File: src/rtl/vram_stream_reader.sv
// vram_stream_reader
//   Streams a contiguous run of RAM words onto a valid/ready stream. It
//   drives the RAM read port, absorbs the RAM's one-cycle registered read
//   latency and buffers words in a small show-ahead FIFO. Because reads are
//   only issued against free FIFO space, downstream backpressure never
//   loses data.
//
// Ports
//   clock, reset_n      : clock, asynchronous active-low reset
//   start               : command strobe, sampled only while idle
//   base_addr, length   : first address and word count (length 0 = 2**AW words)
//   abort               : cancel the transfer and flush everything
//   busy, done          : transfer in progress / one-cycle completion pulse
//   ram_addr, ram_rd    : registered RAM read address and read strobe
//   ram_q               : RAM read data (mem[ram_addr] of the previous cycle)
//   out_data, out_valid : FIFO head word (show-ahead) and non-empty flag
//   out_ready           : downstream accept
//   dbg_state           : current FSM state (0 idle, 1 run, 2 drain)
//
// Stream handshake: a word moves in every cycle where out_valid and
// out_ready are both high. out_valid never depends on out_ready, and
// out_data holds steady while out_valid is high and the word is not taken.

module vram_stream_reader #(
   parameter int DW    = 8,
   parameter int AW    = 10,
   parameter int DEPTH = 4
) (
   input  logic          clock,
   input  logic          reset_n,
   input  logic          start,
   input  logic [AW-1:0] base_addr,
   input  logic [AW-1:0] length,
   input  logic          abort,
   output logic          busy,
   output logic          done,
   output logic [AW-1:0] ram_addr,
   output logic          ram_rd,
   input  logic [DW-1:0] ram_q,
   output logic [DW-1:0] out_data,
   output logic          out_valid,
   input  logic          out_ready,
   output logic [1:0]    dbg_state
);

   localparam int PW = $clog2(DEPTH);
   localparam int CW = PW + 1;

   typedef enum logic [1:0] {
      S_IDLE  = 2'd0,
      S_RUN   = 2'd1,
      S_DRAIN = 2'd2
   } state_t;

   state_t          state_q,     state_d;
   logic [AW-1:0]   addr_q,      addr_d;       // next address to read
   logic [AW-1:0]   ram_addr_q,  ram_addr_d;
   logic            ram_rd_q,    ram_rd_d;
   logic            rd_dly_q,    rd_dly_d;     // ram_q carries a requested word
   logic [AW:0]     remaining_q, remaining_d;  // reads still to issue
   logic            done_q,      done_d;
   logic [CW-1:0]   count_q,     count_d;
   logic [PW-1:0]   wr_ptr_q,    wr_ptr_d;
   logic [PW-1:0]   rd_ptr_q,    rd_ptr_d;
   logic [DW-1:0]   fifo_mem [DEPTH];

   logic            push;
   logic            pop;
   logic [CW+1:0]   pending;
   logic            can_issue;
   logic [AW:0]     len_full;

   assign push = rd_dly_q;
   assign pop  = out_valid && out_ready;

   // Words resident plus words still travelling through the RAM. Pops in
   // the current cycle are not credited, so this never overcommits.
   assign pending   = (CW+2)'(count_q) + (CW+2)'(rd_dly_q) + (CW+2)'(ram_rd_q);
   assign can_issue = (remaining_q != '0) && (pending < (CW+2)'(DEPTH));

   always_comb begin
      state_d     = state_q;
      addr_d      = addr_q;
      ram_addr_d  = ram_addr_q;
      ram_rd_d    = 1'b0;
      rd_dly_d    = ram_rd_q;
      remaining_d = remaining_q;
      done_d      = 1'b0;
      wr_ptr_d    = wr_ptr_q;
      rd_ptr_d    = rd_ptr_q;
      count_d     = count_q;
      len_full    = (length == '0) ? {1'b1, {AW{1'b0}}} : {1'b0, length};

      if (push) wr_ptr_d = wr_ptr_q + PW'(1);
      if (pop)  rd_ptr_d = rd_ptr_q + PW'(1);
      if (push && !pop)      count_d = count_q + CW'(1);
      else if (!push && pop) count_d = count_q - CW'(1);

      case (state_q)
         S_IDLE: begin
            // The first read is issued straight from the start cycle so
            // the address reaches the RAM one edge after the command.
            if (start) begin
               ram_addr_d  = base_addr;
               ram_rd_d    = 1'b1;
               addr_d      = base_addr + AW'(1);
               remaining_d = len_full - (AW+1)'(1);
               state_d     = (len_full == (AW+1)'(1)) ? S_DRAIN : S_RUN;
            end
         end
         S_RUN: begin
            if (can_issue) begin
               ram_addr_d  = addr_q;
               ram_rd_d    = 1'b1;
               addr_d      = addr_q + AW'(1);
               remaining_d = remaining_q - (AW+1)'(1);
               if (remaining_q == (AW+1)'(1)) state_d = S_DRAIN;
            end
         end
         S_DRAIN: begin
            // Finish once nothing is left in the RAM pipe and the last
            // resident word leaves (or the FIFO is already empty).
            if (!rd_dly_q && !ram_rd_q) begin
               if (count_q == '0) begin
                  done_d  = 1'b1;
                  state_d = S_IDLE;
               end else if (count_q == CW'(1) && pop) begin
                  done_d  = 1'b1;
                  state_d = S_IDLE;
               end
            end
         end
         default: state_d = S_IDLE;
      endcase

      if (abort) begin
         state_d     = S_IDLE;
         ram_rd_d    = 1'b0;
         rd_dly_d    = 1'b0;
         remaining_d = '0;
         done_d      = 1'b0;
         count_d     = '0;
         wr_ptr_d    = '0;
         rd_ptr_d    = '0;
      end
   end

   always_ff @(posedge clock or negedge reset_n) begin
      if (!reset_n) begin
         state_q     <= S_IDLE;
         addr_q      <= '0;
         ram_addr_q  <= '0;
         ram_rd_q    <= 1'b0;
         rd_dly_q    <= 1'b0;
         remaining_q <= '0;
         done_q      <= 1'b0;
         count_q     <= '0;
         wr_ptr_q    <= '0;
         rd_ptr_q    <= '0;
      end else begin
         state_q     <= state_d;
         addr_q      <= addr_d;
         ram_addr_q  <= ram_addr_d;
         ram_rd_q    <= ram_rd_d;
         rd_dly_q    <= rd_dly_d;
         remaining_q <= remaining_d;
         done_q      <= done_d;
         count_q     <= count_d;
         wr_ptr_q    <= wr_ptr_d;
         rd_ptr_q    <= rd_ptr_d;
      end
   end

   // Storage needs no reset: an entry is only visible once count covers it.
   always_ff @(posedge clock) begin
      if (push) fifo_mem[wr_ptr_q] <= ram_q;
   end

   assign busy      = (state_q != S_IDLE);
   assign done      = done_q;
   assign ram_addr  = ram_addr_q;
   assign ram_rd    = ram_rd_q;
   assign out_valid = (count_q != '0);
   assign out_data  = out_valid ? fifo_mem[rd_ptr_q] : '0;
   assign dbg_state = state_q;

endmodule
File: config.mk
export PLATFORM = sky130hd
export DESIGN_NAME = vram_stream_reader
export DESIGN_NICKNAME = d
export VERILOG_FILES = /design/src/rtl/vram_stream_reader.sv
export SDC_FILE = /design/constraint.sdc
export NUM_CORES = 1
export LEC_CHECK = 0
export ABC_AREA = 1
export BUFFER_PORTS_ARGS = -buffer_cell sky130_fd_sc_hd__buf_2
export CORE_UTILIZATION = 60
export CTS_CLUSTER_SIZE = 40
export DETAILED_ROUTE_END_ITERATION = 10
export GPL_ROUTABILITY_DRIVEN = 0
export PLACE_DENSITY = 0.81
export SYNTH_ARGS = -nofsm -noshare
export SYNTH_HDL_FRONTEND = slang
export SYNTH_SLANG_ARGS = --single-unit
File: constraint.sdc
create_clock -name clock -period 4.2 [get_ports clock]
set_input_delay 0.63 -clock clock [delete_from_list [all_inputs] [get_ports clock]]
set_output_delay 0.63 -clock clock [all_outputs]
set_load 0.05 [all_outputs]
==> results.json, run 1 <==
{
  "ys_top_cells_by_area": "dfrtp_1 (26%), edfxtp_1 (23%), nand2_1 (10%)",
  "outcome": "complete, no violations",
  "crit_type": "reg2out",
  "cts-root-buf": "clkbuf_8",
  "min_period_over_period_pct": 60.43,
  "p_leak_nw": 2.256,
  "antenna_found_initial": 0,
  "dp_hpwl_mm": 6.305,
  "async_flop_share_pct": 57.33,
  "slew_headroom_pct": 36.15,
  "avgSynthCellArea_um2": 8.212,
  "dieHeight_um": 85.06,
  "utilization_pct": 71.14,
  "finalSetupViolations": 0,
  "synth_commonest_cells": "nand2_1 (110), nor2_1 (71), inv_1 (60)",
  "final.setup.tns_ns": 0,
  "p_int_w": 0.001655,
  "finalMaxSlewViolations": 0,
  "synth-seq-area-share_pct": 49.21,
  "endpoint_kind": "output pin",
  "p_switching_w": 0.001737,
  "crit_fanout": 9,
  "coreArea_um2": 6495,
  "start_util_pct": 63.73,
  "syn_area_um2": 4139,
  "overflow": 0,
  "routed_via_density": 5.413,
  "yosysTopAreaCell": "dfrtp_1",
  "hold_viol": 0,
  "antenna_left": 0,
  "seqPwrFrac_pct": 31.9,
  "grt_pass1_vias": 3261,
  "area_delta_synth_final_pct": 11.64,
  "tightest_slew_ns": 0.9577,
  "fin_skew_ns": 0.007676,
  "p_clk_share_pct": 15.8,
  "cts_hold_buf": 0,
  "cts_setup_buffers": 0,
  "drc": 0,
  "cts_made_buffers": 9,
  "cts_buffer_depth": 2,
  "h-tree-depth": 3,
  "min_path_type": "in2async",
  "die_area_um2": 7234,
  "path_cells": "clkinv_1 -> nor2_1 -> o21ai_0 -> a21oi_1 -> buf_2",
  "syn_inst": 504,
  "dr.pass1.iters": 5,
  "antenna_cells": 0,
  "clk_pin_slew_ns": 0.09,
  "synth-edff-count": 32,
  "yosys_register_bits": 75,
  "drt_iter0_drc": 207,
  "critPathMaxStageDelay_ns": 0.52,
  "cap_violations": 0,
  "worstSkewPairLatency_ns": 0.36,
  "start_kind": "flip-flop",
  "cts_num_sinks": 75,
  "fin_crit_ns": 2.538,
  "grt_max_degree": 44,
  "io_pins": 57,
  "critPathBufInv": 2,
  "routed_wl_mm": 8.643,
  "required_ns": 3.57,
  "crit_family": "buffers and inverters",
  "grt_pass1_wl_mm": 14.57,
  "drive_above_1_share_pct": 17.91,
  "routedWlPerCell_um": 13.48,
  "arrival_ns": 1.91,
  "rsz0062_at_grt": "no",
  "synthDistinctLibCells": 35,
  "p_per_area_nw_per_um2": 733.9,
  "num_vias": 3470,
  "io_buffers": 56,
  "die-width_um": 85.06,
  "yosysTopAreaCellShare_pct": 26.00,
  "ys_warn_count": 0,
  "nets": 608,
  "switching_share_pct": 51.21,
  "cpMaxStageDelayCell": "dfrtp_1",
  "rows": 29,
  "synth_nets": 553,
  "peakVddDrop_v": 0.0004105,
  "cts_tree": "done",
  "synth_flop_cell": "dfrtp_1",
  "share_comb_of_total_power_pct": 52.3,
  "cts_resized": 0,
  "max_freq_mhz": 394.0,
  "synth.most_common_cell": "nand2_1",
  "grt_use_total_pct": 26.02
}
[cell type report]
cell class,instances,area [µm²]
clock inverters,7,70.07
fillers,502,1874
multi-input cells,350,1762
repair buffers,56,280.3
inverters,67,251.5
flip-flops and latches,75,2037
well taps,77,96.34
clock buffers,9,123.9
[routing by layer]
layer	track usage, %	up-vias	share of wire (%)
li1	-	1758	-
met1	32.98	1615	47
met2	44.28	81	48
met3	5.156	16	3.3
met4	10.02	0	1.5
met5	0	-	0
[per-stage QoR]
stage                     hold slack, ns  total power (W)  area (µm²)  setup slack, ns  std cells
after global routing              0.4608         0.003657        4621            1.458        641
after floorplan                   0.3344         0.002530        4139            1.522        504
final                             0.4075         0.003391        4621            1.662        641
after global placement            0.4531         0.002803        4427            2.100        625
after CTS                         0.4472         0.003398        4621            1.655        641
after detailed placement          0.4569         0.002863        4427            2.053        625
[logic make-up after synthesis]
group	Yosys count	share of synthesized area [%]
DFF	75	49.21
and+or+nand+nor	235	24.15
xor gates and xnor gates	5	1.058
adders and majority gates	16	4.837
AOI/OAI and AO/OA	94	12.52
buffers and inverters	79	8.222
[path summary, 6_finish.rpt]
path                              from             end  slack, ns  cells past startpoint
setup / recovery           rd_ptr_q[1]     out_data[2]       1.66                      5
hold / removal                 reset_n      count_q[2]       0.41                      1
setup reg to reg            count_q[0]  remaining_q[8]       2.08                     10
hold reg to reg            ram_addr[3]     ram_addr[3]       0.48                      2
max in group asynchronous      reset_n  remaining_q[8]       3.18                      1
min in group clock         ram_addr[3]     ram_addr[3]       0.48                      2
[state kept, by name (all words and copies together) (netlist names), 2 cells and up]
register / flops
fifo_mem: 32
count_q: 3
addr_q: 10
wr_ptr_q: 2
remaining_q: 11
rd_ptr_q: 2
dbg_state: 2
ram_addr: 10
[power groups by stage]
stage	Sequential, W	Combinational (W)	Clock, W
after detailed placement	0.00109	0.00177	0
after CTS	0.00108	0.00178	0.000542
after global routing	0.00110	0.00198	0.000578
after floorplan	0.00127	0.00126	0
after global placement	0.00108	0.00172	0
final	0.00108	0.00177	0.000534
[worst register-to-register path, stage by stage (launching register included)]
cell     delay, ns
dfrtp_1       0.44
ha_1          0.30
a21oi_1       0.14
nor2_1        0.05
nor2_1        0.17
nand3_1       0.13
nand2_2       0.29
nand2_2       0.20
inv_2         0.15
nand3_1       0.08
o21ai_0       0.09
[cells in the final DEF (no fill, tap or decap), drive strengths merged]
master	n
a211oi	1
a21o	1
a21oi	20
buf	56
clkbuf	9
clkinv	3
clkinvlp	1
dfrtp	43
edfxtp	32
ha	16
inv	70
nand2	117
nand3	25
nand3b	2
nand4	3
nor2	78
nor3	7
nor4	1
o211ai	2
o21a	1
o21ai	61
o21bai	1
o22ai	6
o31ai	1
or2	2
xor2	5
No activity file was read; power rests on OpenSTA's default activity.
==> run 2: changes to the inputs <==
--- a/config.mk
+++ b/config.mk
@@ -5,13 +5,13 @@
 export SDC_FILE = /design/constraint.sdc
 export NUM_CORES = 1
 export LEC_CHECK = 0
-export ABC_AREA = 1
+export ABC_AREA = 0
 export BUFFER_PORTS_ARGS = -buffer_cell sky130_fd_sc_hd__buf_2
-export CORE_UTILIZATION = 60
+export CORE_UTILIZATION = 58
 export CTS_CLUSTER_SIZE = 40
 export DETAILED_ROUTE_END_ITERATION = 10
 export GPL_ROUTABILITY_DRIVEN = 0
-export PLACE_DENSITY = 0.81
+export PLACE_DENSITY = 0.78
 export SYNTH_ARGS = -nofsm -noshare
 export SYNTH_HDL_FRONTEND = slang
 export SYNTH_SLANG_ARGS = --single-unit
==> constraint.sdc (replaced) <==
create_clock -name clock -period 2.5 [get_ports clock]
set_input_delay 0.375 -clock clock [delete_from_list [all_inputs] [get_ports clock]]
set_output_delay 0.375 -clock clock [all_outputs]
set_load 0.05 [all_outputs]
==> run 2 against run 1 <==
Against the previous run:
- count of clock-buffer cells in the layout unchanged
- critical path type unchanged
- via count increased by 0.63%
- register-to-register slack worse by 1.7 ns
- power up 39%
- wire length grew 15%
- largest power group unchanged
- highest routed layer unchanged
- die area is 8.1% higher
- global-route usage up 1.2 points
- synthesized area grew 4.7%
==> results.json, run 2 <==
{
  "fin_ws_ns": 0.2310,
  "ys_top_cells_by_area": "dfrtp_1 (25%), edfxtp_1 (22%), ha_1 (4.6%)",
  "cpMaxStageDelayCell": "dfrtp_1",
  "fin_crit_ns": 2.269,
  "endpoint_kind": "output pin",
  "switching_share_pct": 43.99,
  "tightest_slew_ns": 0.7168,
  "hold_viol": 0,
  "h-tree-depth": 3,
  "fin_skew_ns": 0.008628,
  "nets": 529,
  "routedWlPerCell_um": 16.97,
  "synth-edff-count": 32,
  "cts_num_sinks": 75,
  "finalMaxSlewViolations": 0,
  "dp_hpwl_mm": 7.051,
  "finalSetupViolations": 0,
  "clk_pin_slew_ns": 0.09,
  "path_depth": 5,
  "largest_registers": "fifo_mem: 32 flops, remaining_q: 11 flops",
  "async_flop_share_pct": 57.33,
  "pre_cts_slack_ns": 0.3793,
  "syn_area_um2": 4333,
  "grt_max_degree": 36,
  "crit_type": "reg2out",
  "min_path_type": "in2async",
  "rows": 31,
  "p_per_area_nw_per_um2": 949.1,
  "final_common_cell": "buf_2",
  "antenna_cells": 0,
  "synthDistinctLibCells": 66,
  "synth_flop_cell": "dfrtp_1",
  "largest_reg_flops": 32,
  "rsz0062_at_grt": "no",
  "dieHeight_um": 88.43,
  "cts-root-buf": "clkbuf_8",
  "top_register": "fifo_mem",
  "synth-seq-area-share_pct": 47.01,
  "num_vias": 3492,
  "grt_pass1_vias": 3334,
  "synth.most_common_cell": "nand2_1",
  "syn_inst": 423,
  "grt_use_total_pct": 27.21,
  "overflow": 0,
  "area_delta_synth_final_pct": 14.55,
  "cts_tree": "done",
  "drt_iter0_drc": 179,
  "ys_warn_count": 0,
  "io_pins": 57,
  "min_period_over_period_pct": 90.76,
  "crit_family": "simple AND/OR/NAND/NOR gates",
  "required_ns": 2.12,
  "cts_setup_buffers": 0,
  "p_leak_nw": 2.025,
  "seqPwrFrac_pct": 36.6,
  "yosys_register_bits": 75,
  "p_int_w": 0.002638,
  "p_clk_share_pct": 20.9,
  "critPathBufInv": 2,
  "antenna_found_initial": 0,
  "place_area_um2": 4756,
  "utilization_pct": 68.43,
  "max_freq_mhz": 440.7,
  "routed_via_density": 5.979,
  "share_comb_of_total_power_pct": 42.5,
  "peakVddDrop_v": 0.0004630,
  "io_buffers": 56,
  "grt_pass1_wl_mm": 16.06,
  "yosysTopAreaCellShare_pct": 24.83,
  "dr.pass1.iters": 4,
  "reg2reg_depth": 6,
  "die-width_um": 88.43,
  "routed_wl_mm": 9.908,
  "p_switching_w": 0.002072,
  "cap_violations": 0,
  "worstSkewPairLatency_ns": 0.36,
  "avgSynthCellArea_um2": 10.24,
  "die_area_um2": 7820,
  "drc": 0,
  "final.setup.tns_ns": 0,
  "arrival_ns": 1.89,
  "cts_buffer_depth": 2,
  "start_util_pct": 59.74,
  "outcome": "complete, no violations",
  "drive_above_1_share_pct": 23.30,
  "fin_area_um2": 4964,
  "antenna_left": 0,
  "path_cells": "inv_1 -> ha_1 -> nand2b_1 -> and2_1 -> buf_2",
  "start_kind": "flip-flop",
  "coreArea_um2": 7253,
  "whs_ns": 0.05785,
  "yosysTopAreaCell": "dfrtp_1",
  "critPathMaxStageDelay_ns": 0.46,
  "layout_common_cells": "buf_2 (56), nand2_1 (51), dfrtp_1 (40)",
  "slew_headroom_pct": 52.22,
  "synth_commonest_cells": "nand2_1 (51), dfrtp_1 (43), nor2_1 (37)",
  "cts_made_buffers": 9,
  "crit_fanout": 11,
  "synth_nets": 472
}
==> run 2: power groups by stage <==
stage | clock (W) | combinational, W | sequential (W)
CTS | 0.000996 | 0.00201 | 0.00172
global placement | 0 | 0.00195 | 0.00174
finish | 0.000986 | 0.00200 | 0.00173
floorplan | 0 | 0.00138 | 0.00186
global route | 0.00105 | 0.00218 | 0.00177
detailed placement | 0 | 0.00199 | 0.00175
==> run 2: area by class of cell <==
class,instances,area (µm²)
timing repair buffer,71,405.4
tap,99,123.9
multi-input combinational,313,2150
fill,550,2290
sequential,75,2041
clock buffer,9,123.9
clock inverter,7,82.58
inverter,10,37.54
==> run 2: worst paths after layout <==
kind	start	end	slack, ns
setup / recovery	count_q[1]	out_data[5]	0.23
hold / removal	reset_n	ram_addr[8]	0.06
setup reg to reg	dbg_state[1]	addr_q[7]	0.38
hold reg to reg	ram_addr[0]	ram_addr[0]	0.51
max in group asynchronous	reset_n	remaining_q[5]	1.83
min in group clock	ram_q[1]	fifo_mem[1][1]	0.22
==> run 2: routing by layer <==
metal	vias to the layer above	track usage, %	wire, µm
met5	-	0	0
met4	0	8.358	136
met3	13	5.037	491
met2	114	46.36	4948
met1	1696	35.36	4331
li1	1669	-	-
==> run 2: kinds of logic (layout without fill, tap and decap cells) <==
group / Yosys count / count (layout) / synth area share (%)
fa+ha+maj: 16 / 16 / 4.620
buf+inv: 35 / 97 / 3.436
compound gates: 103 / 103 / 16.34
mux: 20 / 20 / 7.017
xor+xnor: 13 / 13 / 2.628
flops: 75 / 75 / 47.01
simple gates: 161 / 161 / 18.94
==> run 2: metrics by stage <==
step,power [W],std cells
2_1_floorplan,0.003237,423
3_3_place_gp,0.003689,568
3_5_place_dp,0.003739,568
4_1_cts,0.004727,584
5_1_grt,0.004988,584
6_report,0.004711,584
==> run 2: timing repair <==
item | in CTS | in global routing
gates resized for setup | 0 | 1
hold buffers | 0 | 0
setup endpoints to repair | 0 | 5
==> run 2: worst register-to-register path: stages, from the launching register on <==
cell and delay (ns):
dfrtp_2 0.36, nand2b_1 0.26, buf_4 0.22, mux2_2 0.38
nor4b_1 0.43, mux2i_1 0.24, o311ai_1 0.11
